--- src/rtl/multi_cycle_control_pkg.sv ---
// multi_cycle_control_pkg: shared opcodes, state encodings, ALUOp codes and decode helpers
package multi_cycle_control_pkg;
    typedef enum logic [3:0] {
        S_FETCH    = 4'd0,
        S_DECODE   = 4'd1,
        S_MEM_ADDR = 4'd2,
        S_MEM_RD   = 4'd3,
        S_MEM_WB   = 4'd4,
        S_MEM_WR   = 4'd5,
        S_EXEC_R   = 4'd6,
        S_R_WB     = 4'd7,
        S_EXEC_I   = 4'd8,
        S_I_WB     = 4'd9,
        S_BRANCH   = 4'd10,
        S_JUMP     = 4'd11,
        S_TRAP     = 4'd12
    } state_t;
    localparam logic [5:0] OP_R     = 6'b000000;
    localparam logic [5:0] OP_LW    = 6'b100011;
    localparam logic [5:0] OP_SW    = 6'b101011;
    localparam logic [5:0] OP_BEQ   = 6'b000100;
    localparam logic [5:0] OP_J     = 6'b000010;
    localparam logic [5:0] OP_ADDI  = 6'b001000;
    localparam logic [5:0] OP_ADDIU = 6'b001001;
    localparam logic [5:0] OP_SLTI  = 6'b001010;
    localparam logic [5:0] OP_ANDI  = 6'b001100;
    localparam logic [5:0] OP_ORI   = 6'b001101;
    localparam logic [5:0] OP_XORI  = 6'b001110;
    localparam logic [3:0] ALU_AND  = 4'd0;
    localparam logic [3:0] ALU_OR   = 4'd1;
    localparam logic [3:0] ALU_ADD  = 4'd2;
    localparam logic [3:0] ALU_XOR  = 4'd3;
    localparam logic [3:0] ALU_SUB  = 4'd6;
    localparam logic [3:0] ALU_SLT  = 4'd7;
    localparam logic [3:0] ALU_FUNC = 4'd15;
    function automatic state_t decode_next(input logic [5:0] op);
        case (op)
            OP_LW, OP_SW: return S_MEM_ADDR;
            OP_R:         return S_EXEC_R;
            OP_BEQ:       return S_BRANCH;
            OP_J:         return S_JUMP;
            OP_ADDI, OP_ADDIU, OP_SLTI, OP_ANDI, OP_ORI, OP_XORI: return S_EXEC_I;
            default:      return S_TRAP;
        endcase
    endfunction
    function automatic logic [3:0] imm_alu_op(input logic [5:0] op);
        return op == OP_SLTI ? ALU_SLT :
               op == OP_ANDI ? ALU_AND :
               op == OP_ORI  ? ALU_OR  :
               op == OP_XORI ? ALU_XOR : ALU_ADD;
    endfunction
endpackage

--- src/rtl/multi_cycle_control_output_decode.sv ---
// mcc_output_decode: per-state control outputs with handshake/branch gating and reset strobe masking
module mcc_output_decode
    import multi_cycle_control_pkg::*;
(
    input  state_t      state,
    input  logic        rst,
    input  logic        mem_ready,
    input  logic        zero,
    input  logic [5:0]  opcode,
    output logic        pc_en,
    output logic        iord,
    output logic        ir_write,
    output logic        mem_read,
    output logic        mem_write,
    output logic        reg_dst,
    output logic        mem_to_reg,
    output logic        reg_write,
    output logic        alu_src_a,
    output logic        sign_extend,
    output logic [1:0]  alu_src_b,
    output logic [3:0]  alu_op,
    output logic [1:0]  pc_source
);
    always_comb begin
        pc_en       = 1'b0;
        iord        = 1'b0;
        ir_write    = 1'b0;
        mem_read    = 1'b0;
        mem_write   = 1'b0;
        reg_dst     = 1'b0;
        mem_to_reg  = 1'b0;
        reg_write   = 1'b0;
        alu_src_a   = 1'b0;
        sign_extend = 1'b0;
        alu_src_b   = 2'b00;
        alu_op      = ALU_AND;
        pc_source   = 2'b00;
        case (state)
            S_FETCH: begin
                mem_read  = 1'b1;
                alu_src_b = 2'b01;
                alu_op    = ALU_ADD;
                ir_write  = mem_ready;
                pc_en     = mem_ready;
            end
            S_DECODE: begin
                alu_src_b   = 2'b11;
                sign_extend = 1'b1;
                alu_op      = ALU_ADD;
            end
            S_MEM_ADDR: begin
                alu_src_a   = 1'b1;
                alu_src_b   = 2'b10;
                sign_extend = 1'b1;
                alu_op      = ALU_ADD;
            end
            S_MEM_RD: begin
                iord     = 1'b1;
                mem_read = 1'b1;
            end
            S_MEM_WB: begin
                mem_to_reg = 1'b1;
                reg_write  = 1'b1;
            end
            S_MEM_WR: begin
                iord      = 1'b1;
                mem_write = 1'b1;
            end
            S_EXEC_R: begin
                alu_src_a = 1'b1;
                alu_op    = ALU_FUNC;
            end
            S_R_WB: begin
                reg_dst   = 1'b1;
                reg_write = 1'b1;
            end
            S_EXEC_I: begin
                alu_src_a   = 1'b1;
                alu_src_b   = 2'b10;
                alu_op      = imm_alu_op(opcode);
                sign_extend = opcode inside {OP_ADDI, OP_ADDIU, OP_SLTI};
            end
            S_I_WB: reg_write = 1'b1;
            S_BRANCH: begin
                alu_src_a = 1'b1;
                alu_op    = ALU_SUB;
                pc_source = 2'b01;
                pc_en     = zero;
            end
            S_JUMP: begin
                pc_source = 2'b10;
                pc_en     = 1'b1;
            end
            default: ;
        endcase
        if (rst) begin
            pc_en     = 1'b0;
            ir_write  = 1'b0;
            mem_read  = 1'b0;
            mem_write = 1'b0;
            reg_write = 1'b0;
        end
    end
endmodule

--- src/rtl/multi_cycle_control.sv ---
// multi_cycle_control: multi-cycle MIPS-style control FSM with sticky illegal flag and retire counter
module multi_cycle_control
    import multi_cycle_control_pkg::*;
(
    input  logic        CLK,
    input  logic        Reset,
    input  logic [5:0]  Opcode,
    input  logic        Zero,
    input  logic        MemReady,
    output logic        PCEn,
    output logic        IorD,
    output logic        IRWrite,
    output logic        MemRead,
    output logic        MemWrite,
    output logic        RegDst,
    output logic        MemToReg,
    output logic        RegWrite,
    output logic        ALUSrcA,
    output logic        SignExtend,
    output logic [1:0]  ALUSrcB,
    output logic [3:0]  ALUOp,
    output logic [1:0]  PCSource,
    output logic [3:0]  State,
    output logic        Illegal,
    output logic [31:0] InstrCount
);
    state_t      state_q, state_d;
    logic        illegal_q, illegal_d;
    logic [31:0] instr_count_q, instr_count_d;
    logic        retire;
    always_comb begin
        state_d = S_FETCH;
        case (state_q)
            S_FETCH:    state_d = MemReady ? S_DECODE : S_FETCH;
            S_DECODE:   state_d = decode_next(Opcode);
            S_MEM_ADDR: state_d = Opcode == OP_SW ? S_MEM_WR : S_MEM_RD;
            S_MEM_RD:   state_d = MemReady ? S_MEM_WB : S_MEM_RD;
            S_MEM_WR:   state_d = MemReady ? S_FETCH : S_MEM_WR;
            S_EXEC_R:   state_d = S_R_WB;
            S_EXEC_I:   state_d = S_I_WB;
            S_TRAP:     state_d = S_TRAP;
            default:    state_d = S_FETCH;
        endcase
        retire        = state_d == S_FETCH &&
                        state_q inside {S_MEM_WB, S_MEM_WR, S_R_WB, S_I_WB, S_BRANCH, S_JUMP};
        illegal_d     = illegal_q | (state_d == S_TRAP);
        instr_count_d = instr_count_q + {31'd0, retire};
    end
    always_ff @(posedge CLK) begin
        if (Reset) begin
            state_q       <= S_FETCH;
            illegal_q     <= 1'b0;
            instr_count_q <= '0;
        end else begin
            state_q       <= state_d;
            illegal_q     <= illegal_d;
            instr_count_q <= instr_count_d;
        end
    end
    mcc_output_decode u_decode (
        .state       (state_q),
        .rst         (Reset),
        .mem_ready   (MemReady),
        .zero        (Zero),
        .opcode      (Opcode),
        .pc_en       (PCEn),
        .iord        (IorD),
        .ir_write    (IRWrite),
        .mem_read    (MemRead),
        .mem_write   (MemWrite),
        .reg_dst     (RegDst),
        .mem_to_reg  (MemToReg),
        .reg_write   (RegWrite),
        .alu_src_a   (ALUSrcA),
        .sign_extend (SignExtend),
        .alu_src_b   (ALUSrcB),
        .alu_op      (ALUOp),
        .pc_source   (PCSource)
    );
    assign State      = state_q;
    assign Illegal    = illegal_q;
    assign InstrCount = instr_count_q;
endmodule
--- config.mk ---
export PLATFORM = sky130hd
export DESIGN_NAME = multi_cycle_control
export DESIGN_NICKNAME = d
export VERILOG_FILES = /design/src/rtl/multi_cycle_control_pkg.sv /design/src/rtl/multi_cycle_control_output_decode.sv /design/src/rtl/multi_cycle_control.sv
export SDC_FILE = /design/constraint.sdc
export NUM_CORES = 1
export LEC_CHECK = 0
export ABC_AREA = 1
export CAP_MARGIN = 20
export CORE_MARGIN = 10
export CORE_UTILIZATION = 35
export CTS_BUF_LIST = sky130_fd_sc_hd__clkbuf_2
export DETAILED_ROUTE_END_ITERATION = 12
export PLACE_DENSITY_LB_ADDON = 0.3
export SLEW_MARGIN = 20
export SYNTH_ARGS = -nofsm -noshare
export SYNTH_HDL_FRONTEND = slang
export SYNTH_SLANG_ARGS = --single-unit
export TNS_END_PERCENT = 30
--- constraint.sdc ---
create_clock -name CLK -period 3.2 [get_ports CLK]
set_clock_uncertainty 0.15 [all_clocks]
set_input_delay 0.64 -clock CLK [delete_from_list [all_inputs] [get_ports CLK]]
set_output_delay 0.64 -clock CLK [all_outputs]
set_load 0.005 [all_outputs]
Yosys cells after proc, flatten, opt, wreduce, memory -nomap -nowiden:

Cells that the tools add are included.

* bits in registers: 37
* bits of input ports: 10
* output and inout port bits: 55
* word-level logic and storage cells: 71

* add/subtract/negate cells: 1
* eq/ne operators: 23
* mux-type cells: 28
* bitwise logic cells: 1
* reductions and logical operators: 15

Operators by type and width (count)
* 6-bit by 4-bit equality test with 1-bit output (second input constant): 6
* 32-bit by 1-bit adder with 32-bit output: 1
* 4-bit case mux with 8 select lines: 1
* 4-bit equality test (second input constant): 6
* 4-bit case mux with 5 select lines: 1
* 4-bit by 3-bit equality test with 1-bit output (second input constant): 4
* 4-bit case mux with 4 select lines: 1
* 1-bit two-way mux: 15
* 6-bit equality test (second input constant): 2
* 4-bit two-way mux: 3
* 2-bit OR reduction: 5
* 3-bit two-way mux: 3
* 4-bit by 2-bit equality test with 1-bit output (second input constant): 2
* 4-bit zero test: 2
* 6-bit by 2-bit equality test with 1-bit output (second input constant): 1
* 6-bit by 3-bit equality test with 1-bit output (second input constant): 1
* 6-bit zero test: 1
* 2-bit case mux with 3 select lines: 1
* 6-bit nonzero test: 1
* 3-bit OR reduction: 2
* 6-bit OR reduction: 1
* 4-bit by 1-bit equality test with 1-bit output (second input constant): 1
* 2-bit case mux with 2 select lines: 1
* 4-bit OR reduction: 1
* other kinds (5): 5

Logic depth before layout (Yosys ltp):

* depth in word-level cells: 7
* mapped depth: 19
* gate-level depth less buffers: 19

By module:

From an unflattened synthesis, not the netlist that was laid out.

* cell total of the unflattened synthesis: 412
* area total of the unflattened synthesis: 2449.8 um2

Modules (own cells, without submodules)
* multi_cycle_control: instances 1, cells each 344, area an instance 2163.3 um2, seq. area each 740.7 um2
* mcc_output_decode: instances 1, cells each 68, area an instance 286.5 um2, seq. area each 0.0 um2

Worst setup path after synthesis:

No wires, ideal clock.

* path type: input to register
* from: input Opcode[5]
* to: register instr_count_q[14] (netlist: InstrCount[14])
* library setup time: 0.070 ns
* data arrival time: 2.412 ns
* required time: 2.980 ns
* path slack: 0.568 ns
* cell stages on the path: 17
* buffers on the path: 0
* cells stage by stage: nor2_1 nand3_1 nand2_1 o21ai_0 nand3_1 nor2_1 ha_1 ha_1 nand2_2 nor2_4 nand2_2 nor2_4 inv_2 nor2_4 inv_2 or2_0 a21oi_1

* word-level cells in the longest chain between the ends: 7
* elaborated cells on any way between the ends: 19
* those cells by class: add/sub (1); eq/ne (10); mux (3); reduce/logical (5)

RTL lines
* start, declared: RTL line multi_cycle_control.sv:7 `input logic [5:0] Opcode,`
* 6-bit by 4-bit equality test with 1-bit output, or another cell as far along: RTL line multi_cycle_control_pkg.sv:37 `case (op)`
* 6-bit OR reduction or 2-bit OR reduction (tied branches): RTL line multi_cycle_control_pkg.sv:37
* 4-bit case mux with 5 select lines: RTL line multi_cycle_control_pkg.sv:37
* 4-bit case mux with 8 select lines (*): RTL line multi_cycle_control.sv:33 `case (state_q)`
* 4-bit zero test (*): RTL line multi_cycle_control.sv:44 `retire = state_d == S_FETCH &&`
* 1-bit logical AND (*): RTL line multi_cycle_control.sv:45 `state_q inside {S_MEM_WB, S_MEM_WR, S_R_WB, S_I_WB, S_BRANCH, S_JUMP};`
* 32-bit by 1-bit adder with 32-bit output (*): RTL line multi_cycle_control.sv:47 `instr_count_d = instr_count_q + {31'd0, retire};`
* end signal, assigned: RTL line multi_cycle_control.sv:57 `instr_count_q <= instr_count_d;`
* end, declared: RTL line multi_cycle_control.sv:29 `logic [31:0] instr_count_q, instr_count_d;`

Mark *: on every way between the ends. The rest lies on a longest branch, timed or not.
A chain may end at the register's enable or synchronous reset.

Final worst setup path:

* from: input Opcode[5]
* to: output SignExtend

* word-level cells in the longest chain between the ends: 3
* elaborated cells on any way between the ends: 5
* those cells by class: eq/ne (3); mux (1); reduce/logical (1)

RTL lines
* 6-bit by 4-bit equality test with 1-bit output: RTL line multi_cycle_control_output_decode.sv:81 `sign_extend = opcode inside {OP_ADDI, OP_ADDIU, OP_SLTI};`
* 3-bit nonzero test (*): RTL line multi_cycle_control_output_decode.sv:81
* 1-bit case mux with 2 select lines (*): RTL line multi_cycle_control_output_decode.sv:38 `case (state)`
* end, declared: RTL line multi_cycle_control.sv:19 `output logic SignExtend,`

Marks and branches as above.

==> impl_metrics.prom <==
# TYPE chip_impl_metric gauge
chip_impl_metric{name="core_box_area",unit="µm²"} 6314
chip_impl_metric{name="syn_area",unit="µm²"} 2263
chip_impl_metric{name="routed-via-count",unit=""} 2631
chip_impl_metric{name="final-max-slew-violation-count",unit=""} 0
chip_impl_info{name="post-synth-top-count-cell",value="sky130_fd_sc_hd__nand2_1"} 1
chip_impl_metric{name="globalplace.congestion",unit=""} 0.9078
chip_impl_metric{name="fmax",unit="GHz"} 0.3260
chip_impl_metric{name="drtAntennaViolNets",unit=""} 0
chip_impl_metric{name="sequentialPowerShare",unit=""} 0.535
chip_impl_metric{name="clk-insertion-delay-late",unit="ns"} 0.39
chip_impl_info{name="status",value="completed"} 1
chip_impl_metric{name="floorplan.die_area",unit="µm²"} 10080
chip_impl_metric{name="floorplan.die.width",unit="µm"} 100.4
chip_impl_metric{name="internal-power",unit="µW"} 631.3
chip_impl_metric{name="cp_data_arrival_time",unit="ns"} 2.28
chip_impl_metric{name="tritoncts.num_buffers",unit=""} 5
chip_impl_metric{name="power-per-cell-area",unit="nW/µm²"} 282.9
chip_impl_metric{name="pin_count_of_the_biggest_net_entering_global_routing",unit=""} 24
chip_impl_info{name="worstSetupEndpointType",value="output pin"} 1
chip_impl_metric{name="timing.slew.headroom",unit=""} 0.7503
chip_impl_metric{name="floorplan.rows",unit=""} 29
chip_impl_metric{name="yosys.area.top_type_share",unit=""} 0.3273
chip_impl_metric{name="drc",unit=""} 0
chip_impl_metric{name="pwr-share-comb",unit=""} 0.238
chip_impl_metric{name="avgSynthCellArea",unit="µm²"} 6.068
chip_impl_metric{name="min_period_over_period",unit=""} 0.9585
chip_impl_metric{name="antenna_cells_inserted",unit=""} 0
chip_impl_metric{name="clockBufferDepth",unit=""} 2
chip_impl_metric{name="placement.cell_area",unit="µm²"} 3136
chip_impl_metric{name="first_global_vias",unit=""} 2447
chip_impl_metric{name="postSynth.asyncResetShare",unit=""} 0
chip_impl_metric{name="yosysUniqueCellTypes",unit=""} 26
chip_impl_metric{name="power_leakage",unit="nW"} 1.167
chip_impl_metric{name="grt_remaining_overflow",unit=""} 0
chip_impl_metric{name="total_net_switching_power",unit="µW"} 269.3
chip_impl_info{name="tritoncts",value="done"} 1
chip_impl_metric{name="worstPathMaxFanout",unit=""} 6
chip_impl_metric{name="post_drt_via_cell_ratio",unit=""} 4.899
chip_impl_metric{name="grt_util_all_layers",unit=""} 0.1407
chip_impl_metric{name="crit_required",unit="ns"} 2.41
chip_impl_metric{name="peakVddDrop",unit="µV"} 143.5
chip_impl_metric{name="setup_total_negative_slack",unit="ns"} 0
chip_impl_metric{name="yosys_warnings",unit=""} 0
chip_impl_metric{name="ys_seq_elements",unit=""} 37
chip_impl_metric{name="io_pins",unit=""} 65
chip_impl_metric{name="detailed_placer_s_ending_hpwl",unit="µm"} 6035
chip_impl_metric{name="layout.area.seq",unit="µm²"} 740.7
chip_impl_metric{name="postCtsSetupRepairBufs",unit=""} 0
chip_impl_metric{name="grt_antenna_before_repair",unit=""} 0
chip_impl_metric{name="fill_cells",unit=""} 657
chip_impl_metric{name="clock_share_of_power",unit=""} 0.227
chip_impl_metric{name="final_design_area_no_fill",unit="µm²"} 3183
chip_impl_info{name="worst-setup-path-type",value="primary input to output pin"} 1
chip_impl_metric{name="areaGrowthSynthToFinish",unit="%"} 40.63
chip_impl_metric{name="worstMarginPinSlew",unit="ns"} 0.3717
chip_impl_info{name="leading_cell_types_by_count_after_synthesis",value="94 x sky130_fd_sc_hd__nand2_1, 65 x sky130_fd_sc_hd__nor2_1, 49 x sky130_fd_sc_hd__inv_1"} 1
chip_impl_metric{name="multiInputGateArea",unit="µm²"} 1308
chip_impl_metric{name="final_cells",unit=""} 537
chip_impl_metric{name="numPortBuffers",unit=""} 64
chip_impl_metric{name="cts-htree-levels",unit=""} 2
chip_impl_metric{name="final_layout_size_suffix_gt1_frac",unit=""} 0.1022
chip_impl_info{name="synthFlopType",value="sky130_fd_sc_hd__dfxtp_1"} 1
chip_impl_metric{name="detailedRoute.firstPassIterationCount",unit=""} 4
chip_impl_metric{name="tritoncts_num_sinks",unit=""} 37
chip_impl_metric{name="period_needed",unit="ns"} 3.067
chip_impl_metric{name="switching_share",unit=""} 0.2991
chip_impl_metric{name="grt_pass1_wl",unit="µm"} 11830
chip_impl_info{name="synth.area.top_cells",value="sky130_fd_sc_hd__dfxtp_1 33%, sky130_fd_sc_hd__nand2_1 16%, sky130_fd_sc_hd__nor2_1 11%"} 1
chip_impl_info{name="path_class_of_the_lowest_slack_min_delay_path",value="flop to flop"} 1
chip_impl_metric{name="routedWlPerCell",unit="µm"} 13.51
chip_impl_info{name="clk_root_buffer_cell",value="sky130_fd_sc_hd__clkbuf_2"} 1
chip_impl_metric{name="drt-initial-drc-count",unit=""} 105
chip_impl_metric{name="wirelength",unit="µm"} 7257
chip_impl_metric{name="synth-seq-area-share",unit=""} 0.3273
chip_impl_metric{name="post-place-cells",unit=""} 530
chip_impl_metric{name="design.final.nets",unit=""} 472
chip_impl_info{name="timing.critical_path.from_type",value="primary input"} 1
chip_impl_metric{name="max_cap_viol",unit=""} 0
chip_impl_metric{name="die_h",unit="µm"} 100.4
chip_impl_metric{name="setup_viol",unit=""} 0
chip_impl_metric{name="postSynthCellCount",unit=""} 373
chip_impl_metric{name="timing_hold_violations_final",unit=""} 0
chip_impl_info{name="dominant_cell_type_by_area_after_synthesis",value="sky130_fd_sc_hd__dfxtp_1"} 1
chip_impl_metric{name="initial_cell_density_of_the_core",unit=""} 0.3585
chip_impl_metric{name="path_clk_slew",unit="ns"} 0.17
chip_impl_metric{name="synth_enable_flop_cells",unit=""} 0
chip_impl_metric{name="syn_nets",unit=""} 385
final timing paths:
| kind | to | slack, ns | cells past startpoint | start |
|---|---|---|---|---|
| max reg2reg | InstrCount[14] | 0.42 | 19 | State[3] |
| min | Illegal | 0.31 | 2 | Illegal |
| min reg2reg | Illegal | 0.31 | 2 | Illegal |
| max | SignExtend | 0.13 | 7 | Opcode[5] |
flip-flops by register name, indices dropped and copies added, names as in the netlist:
signal / count
InstrCount: 32
State: 4
Illegal: 1
stage by stage:
step	util	setup WS, ns	total power [mW]	hold WS, ns
2_1_floorplan	-	0.5676	0.5850	0.2966
3_3_place_gp	0.4966	-0.1071	0.7050	0.2941
3_5_place_dp	0.4966	-0.1996	0.7061	0.2964
5_1_grt	0.5042	-0.01375	0.9551	0.3701
4_1_cts	0.5024	0.07321	0.9074	0.3218
6_report	0.5042	0.1329	0.9006	0.3132
kinds of logic after synthesis:
family	Yosys count	share of synthesized area
buffers and inverters	61	0.1012
DFF	37	0.3273
xor gates and xnor gates	3	0.01161
adders and majority gates	2	0.01105
AOI/OAI and AO/OA	48	0.1111
and+or+nand+nor	222	0.4378
area by class of cell:
type,count,share of cell area
clock inverters,1,0.001179
well taps,77,0.03027
repair buffers,84,0.2484
multi-input cells,275,0.4108
clock buffers,6,0.009434
flip-flops and latches,37,0.2327
inverters,57,0.06722
critical path, cell delays in order:
cell	delay, ns
sky130_fd_sc_hd__clkdlybuf4s50_1	0.46
sky130_fd_sc_hd__nor2_4	0.17
sky130_fd_sc_hd__nand2_1	0.09
sky130_fd_sc_hd__nand2_1	0.09
sky130_fd_sc_hd__nand2_1	0.08
sky130_fd_sc_hd__o31ai_1	0.19
sky130_fd_sc_hd__clkdlybuf4s50_1	0.55
cells in the final DEF, fill, tap and decap left out, types with 8 or more instances in the layout:
cell type,count
sky130_fd_sc_hd__nor3_1,12
sky130_fd_sc_hd__buf_4,20
sky130_fd_sc_hd__inv_2,8
sky130_fd_sc_hd__nand4_1,9
sky130_fd_sc_hd__clkdlybuf4s50_1,64
sky130_fd_sc_hd__a21oi_1,32
sky130_fd_sc_hd__nand2_1,94
sky130_fd_sc_hd__nor2_1,63
sky130_fd_sc_hd__o21ai_0,10
sky130_fd_sc_hd__inv_1,49
sky130_fd_sc_hd__nand3_1,20
sky130_fd_sc_hd__dfxtp_1,37
layer usage:
metal	up-vias	track usage	share of wire
li1	1362	-	-
met1	1192	0.1768	0.45
met2	68	0.2319	0.46
met3	9	0.03228	0.066
met4	0	0.04348	0.017
met5	-	0	0
power groups by stage:
stage          clock network (mW)  logic (mW)  registers (mW)
3_3_place_gp                    0       0.214           0.491
2_1_floorplan                   0      0.0953           0.490
4_1_cts                     0.210       0.216           0.482
3_5_place_dp                    0       0.215           0.491
6_report                    0.204       0.215           0.482
5_1_grt                     0.232       0.239           0.484
timing repair:
| action | 4_1_cts | 5_1_grt |
|---|---|---|
| cloned | 0 | 0 |
| hold buffers | 0 | 0 |
| gates resized for setup | 1 | 4 |
| endpoints found under the setup margin | 1 | 4 |
Power figures use the tool's default switching activity.
